==> src/rtl/z_pipe_rca.sv <==
// z_pipe_rca: pipelined ripple-carry adder/subtractor.
//
// The n-bit operands are cut into S chunks of W = n/S bits. Stage k ripples
// chunk k through W generate/propagate/full-adder cells, using the carry that
// stage k-1 registered. Operand chunks that have not been added yet travel
// down the pipe with their carry. Finished sum chunks travel with them as well,
// so all n sum bits leave the last stage in the same cycle.
//
// Parameters:
//   n  operand/sum width, a multiple of S
//   S  number of pipeline stages (= chunks), S >= 1
//   D  per-cell gate delay in the original model. The cells here have no
//      delay, so cycle behaviour never depends on D.
//
// Ports:
//   clk, rst_n          rising-edge clock, asynchronous active-low reset
//   in_valid/in_ready   operand handshake (a, b, c_in, sub)
//   a, b                operands
//   c_in                carry-in, ignored when sub=1
//   sub                 0: a + b + c_in, 1: a - b
//   out_valid/out_ready result handshake
//   sum                 result modulo 2^n
//   c_out               carry out of the MSB (for subtraction, 1 = no borrow)
//   ovf                 two's-complement overflow
module z_pipe_rca #(
  parameter int n = 16,
  parameter int S = 4,
  parameter int D = 2
) (
  input  logic         clk,
  input  logic         rst_n,
  input  logic         in_valid,
  output logic         in_ready,
  input  logic [n-1:0] a,
  input  logic [n-1:0] b,
  input  logic         c_in,
  input  logic         sub,
  output logic         out_valid,
  input  logic         out_ready,
  output logic [n-1:0] sum,
  output logic         c_out,
  output logic         ovf
);

  localparam int W = n / S;

  generate
    if (S < 1 || (n % S) != 0 || D < 0) begin : g_bad_params
      $error("z_pipe_rca: n must be a multiple of S, S >= 1 and D >= 0");
    end
  endgenerate

  // Registers at the output of each stage.
  logic [n-1:0] a_q     [S];
  logic [n-1:0] b_q     [S];
  logic [n-1:0] sum_q   [S];
  logic         carry_q [S];
  logic         vld_q   [S];
  logic         ovf_q;

  // Inputs seen by each stage, and the values each stage computes.
  logic [n-1:0] st_a    [S];
  logic [n-1:0] st_b    [S];
  logic [n-1:0] st_sum  [S];
  logic         st_c    [S];
  logic         st_vld  [S];
  logic [n-1:0] nxt_sum [S];
  logic         nxt_c   [S];
  logic         nxt_ovf;
  logic         c;
  logic         g;
  logic         p;
  logic         c_msb;
  logic         advance;

  // A single global stall keeps every stage in step. The pipe moves whenever
  // the output slot is empty or is being drained.
  assign advance   = !vld_q[S-1] | out_ready;
  assign in_ready  = advance;
  assign out_valid = vld_q[S-1];
  assign sum       = sum_q[S-1];
  assign c_out     = carry_q[S-1];
  assign ovf       = ovf_q;

  // Stage 0 takes the conditioned operands straight from the ports. Subtraction
  // is done as a + ~b + 1, so c_in is replaced by 1 in that case.
  always_comb begin
    st_a[0]   = a;
    st_b[0]   = b ^ {n{sub}};
    st_c[0]   = sub ? 1'b1 : c_in;
    st_sum[0] = '0;
    st_vld[0] = in_valid;
    for (int k = 1; k < S; k++) begin
      st_a[k]   = a_q[k-1];
      st_b[k]   = b_q[k-1];
      st_c[k]   = carry_q[k-1];
      st_sum[k] = sum_q[k-1];
      st_vld[k] = vld_q[k-1];
    end
  end

  // Each stage ripples its own chunk. The carry into the MSB cell is recorded
  // so the last stage can form the overflow flag.
  always_comb begin
    c       = 1'b0;
    g       = 1'b0;
    p       = 1'b0;
    c_msb   = 1'b0;
    nxt_ovf = 1'b0;
    for (int k = 0; k < S; k++) begin
      nxt_sum[k] = st_sum[k];
      c          = st_c[k];
      for (int i = 0; i < W; i++) begin
        g = st_a[k][k*W+i] & st_b[k][k*W+i];
        p = st_a[k][k*W+i] ^ st_b[k][k*W+i];
        nxt_sum[k][k*W+i] = p ^ c;
        if (k == S-1 && i == W-1) begin
          c_msb = c;
        end
        c = g | (p & c);
      end
      nxt_c[k] = c;
    end
    nxt_ovf = c_msb ^ nxt_c[S-1];
  end

  // Data registers load only behind a valid operation. A bubble therefore
  // leaves the last stage's sum/c_out/ovf at the most recent result.
  always_ff @(posedge clk or negedge rst_n) begin
    if (!rst_n) begin
      for (int k = 0; k < S; k++) begin
        vld_q[k]   <= 1'b0;
        a_q[k]     <= '0;
        b_q[k]     <= '0;
        sum_q[k]   <= '0;
        carry_q[k] <= 1'b0;
      end
      ovf_q <= 1'b0;
    end else if (advance) begin
      for (int k = 0; k < S; k++) begin
        vld_q[k] <= st_vld[k];
        if (st_vld[k]) begin
          a_q[k]     <= st_a[k];
          b_q[k]     <= st_b[k];
          sum_q[k]   <= nxt_sum[k];
          carry_q[k] <= nxt_c[k];
        end
      end
      if (st_vld[S-1]) begin
        ovf_q <= nxt_ovf;
      end
    end
  end

endmodule
==> config.mk <==
export PLATFORM = sky130hd
export DESIGN_NAME = z_pipe_rca
export DESIGN_NICKNAME = d
export VERILOG_FILES = /design/src/rtl/z_pipe_rca.sv
export SDC_FILE = /design/constraint.sdc
export NUM_CORES = 1
export LEC_CHECK = 0
export CORE_ASPECT_RATIO = 1.25
export CORE_MARGIN = 5
export CORE_UTILIZATION = 45
export DETAILED_ROUTE_END_ITERATION = 10
export HOLD_SLACK_MARGIN = 0.15
export PLACE_DENSITY = 0.67
export SKIP_LAST_GASP = 1
export SYNTH_ARGS = -nofsm -noshare
export SYNTH_HDL_FRONTEND = slang
export SYNTH_SLANG_ARGS = --single-unit
==> constraint.sdc <==
create_clock -name clk -period 3.65 [get_ports clk]
set_input_delay 0.365 -clock clk [delete_from_list [all_inputs] [get_ports clk]]
set_output_delay 0.365 -clock clk [all_outputs]
set_load 0.02 [all_outputs]
# --- Yosys cells after proc, flatten, opt, wreduce, memory -nomap -nowiden ---
# Cells that the tools add are included.
word_totals:
  register_bits: 145
  elab_cells: 108
  input_bits: 38
  output_inout_bits: 20
classes:
  n_reduce_logical: 5
  n_bitwise: 83
  mux: 1
op_table:
  columns: ["cell", "n"]
  rows:
  - ["1-bit bitwise XOR", 33]
  - ["1-bit AND", 32]
  - ["1-bit OR", 17]
  - ["16-bit bitwise XOR", 1]
  - ["2-bit AND reduction", 4]
  - ["1-bit logical NOT", 1]
  - ["1-bit two-way mux", 1]

# --- Logic depth before layout (Yosys ltp) ---
depth:
  ltp_word: 10
  ltp_mapped: 10
  ltp_nobuf: 9

# --- Worst setup path before layout ---
# No wires, ideal clock.
synth_timing:
  path_type: "input port to flip-flop"
  from: "input sub"
  to: "register sum_q, in the netlist nxt_sum[35]"
  setup_slack_ps: 720
  t_arrival_ps: 2805
  path_buffers: 2
  cell_stages: 9
  required_ps: 3525
  setup_time_ps: 125
  path_cell_list: "buf_2 -> buf_2 -> xnor2_1 -> fa_1 -> fa_1 -> fa_1 -> inv_1 -> fa_1 -> mux2_2"
synth_rtl:
  columns: ["item", "line_no", "rtl"]
  rows:
  - ["start, declared", "37", "input logic sub,"]
  - ["end signal, assigned by index", "145", "sum_q[k] <= nxt_sum[k];"]
  - ["end, declared", "56", "logic [n-1:0] sum_q [S];"]

==> impl_metrics.ini <==
[timing]
finalCritPeriodShare_pct = 75.48
maxSlewHeadroom_pct = 31.06
fin_crit_ps = 2755
finalSetupViolCount = 0
drv_slew = 0
whs_ps = 208.8
fmaxAchievable_mhz = 363.0
fin_skew_ps = 5.983
hold_viol = 0
rsz0062_at_grt = false
worst_pin_slew_ps = 1034
finalSetupTns_ps = 0

[run]
max-cap-violations = 0

[placement]
globalplace.congestion = 0.7048
hpwl_um = 4803
portBuffers = 57
placed_area_sq_um = 4877

[setup_path]
setup.worst_path.class = input pin to register
cpMostUsedCell = fa_1
cp_max_fo = 3
path_buf_inv = 2
cp.required_ps = 3870
slowest_delay_ps = 580
crit_family = adder cells
path_cells = clkdlybuf4s50_1 > xnor2_1 > fa_1 > fa_1 > fa_1 > inv_1 > fa_1 > mux2_2
startpoint_type = input pin
slowest_stage = clkdlybuf4s50_1
critPathArrivalTime_ps = 2970
endpoint_kind = register

[floorplan]
die_area_sq_um = 11460
dieWidth_um = 96.77
io_pins = 58
rows = 39
die_h_um = 118.5
start_util_pct = 46.17
core_area_sq_um = 9174

[clock_network]
cts_tree = yes
cts_max_level = 3
numCtsBuffers = 9
ctsHoldBuffers = 0
clk_latency_ps = 330
cts_buffer_depth = 2
root_buffer = clkbuf_16
post_cts_buffers = 0
clkSlewWorstSetupHoldPaths_ps = 60
cts.sinks = 97
ctsResizeCount = 0

[detailed_routing]
postRouteAntennaNets = 0
viasPerCell = 4.813
drt_iter0_drc = 87
totalWireLength_um = 6807
route.detailed.drc = 0
wl_per_cell_um = 14.01
firstDrtPassIters = 4
dr_total_vias = 2339

[finish]
layout-drive-gt1-share_pct = 23.69
nets = 412
num_antenna_cells = 0
area_growth_pct = 21.48
stdcell_area_sq_um = 5145

[synth]
syn_area_sq_um = 4235
yosys_warnings = 0
mappedNetlistNets = 356
ys_types = 20
netlist_instances = 302
netlist_top_cells_area = dfrtp_1, mux2_2, fa_1
syn-mean-instance-area_sq_um = 14.02
netlist.area_leader.share_pct = 57.31
seq_area_frac_synth_pct = 57.31
yosysTopAreaCell = dfrtp_1
postSynthRegisterBits = 97

[global_routing]
gr-total-overflow = 0
grt_start_max_net_pins = 85
grt_usage_pct = 13.37
antenna_found_initial = 0
grt_pass1_vias = 2544
grt_pass1_wl_um = 12450

[pwr]
ir_worst_vdd_v = 0.0003966
pwr_density_cell_nw_per_um2 = 845.3
p_leak_uw = 0.002298
totalPowerFinal_uw = 4349

[status]
status = finished clean

[worst_hold_path]
hold_class = input pin to asynchronous set/reset pin
cell usage after synthesis:
cell / n
dfrtp_1: 97
mux2_2: 62
inv_1: 38
a21oi_1: 20
fa_1: 16
xnor2_1: 14
mux2i_1: 12
o21ai_0: 8
nand3_1: 5
buf_2: 4
buf_6: 4
clkbuf_1: 4
mux2_4: 4
buf_4: 3
nand2_1: 3
xor2_1: 3
nand2_2: 2
and2_4: 1
nand2b_4: 1
nor2_1: 1
stage by stage:
step,setup slack (ps),utilization [%],instances
after CTS,886.4,56.08,486
after detailed placement,528.2,53.16,470
after global routing,800.4,56.08,486
after floorplan,720.3,-,302
after global placement,560.7,53.16,470
final,894.9,56.08,486
cell type report:
class                           count  area, sq um
Fill cell                         808         4029
Sequential cell                    97         2427
Multi-Input combinational cell    152         1563
Timing Repair Buffer               60        590.6
Clock buffer                       14        254.0
Tap cell                          123        153.9
Inverter                           38        142.6
Clock inverter                      2        13.76
cells by family (layout without fill, tap and decap cells):
kind of cell	Yosys count	in the layout	synth area share, %
AND/OR/NAND/NOR	13	13	1.772
adder cells (fa/ha/maj)	16	16	7.563
XOR/XNOR	17	17	3.516
flip-flops	97	97	57.31
buffers and inverters	53	114	5.790
AO/OA/AOI/OAI	28	28	3.309
multiplexers	78	78	20.74
routing by layer:
| metal | global-route usage, % | part of all wire [%] |
|---|---|---|
| met5 | 0 | 0 |
| met4 | 5.268 | 1.8 |
| met3 | 4.066 | 4.5 |
| met2 | 19.65 | 46 |
| met1 | 18.66 | 47 |
power breakdown:
part | switching, uW | internal, uW | total, uW
clock | 369 | 482 | 851
sequential | 255 | 1580 | 1830
combinational | 748 | 917 | 1670
final timing paths:
path | startpoint | endpoint | slack (ps) | cells after the start
hold reg to reg | st_vld[0] | out_valid | 500 | 2
min in group clk | st_vld[0] | out_valid | 500 | 2
setup / recovery | sub | nxt_sum[35] | 890 | 8
hold / removal | rst_n | a_q[59] | 210 | 1
max in group asynchronous | rst_n | a_q[47] | 2630 | 2
setup reg to reg | a_q[28] | ovf | 1360 | 9
cells in the final DEF (no fill, tap or decap), drive strengths merged:
cell type and n:
buf 4, o21ai 8, inv 38, clkinv 2, nand3 5, a21oi 20
clkbuf 14, mux2i 12, and2 1, clkdlybuf4s50 56, mux2 66, nand2 5
fa 16, xor2 3, nor2 1, dfrtp 97, nand2b 1, xnor2 14
flip-flops by register name (all words and copies together) (netlist names):
signal and count:
sum 16, b_q 24, nxt_sum 24, ovf 1, out_valid 1, st_vld 3, c_out 1, a_q 24
carry_q 3
worst register-to-register path, stage by stage (launching register included):
cell	delay (ps)
dfrtp_1	340
inv_1	60
fa_1	410
inv_1	90
fa_1	190
fa_1	220
inv_1	70
fa_1	410
xnor2_1	150
mux2_2	260
(Power assumes the default switching activity.)
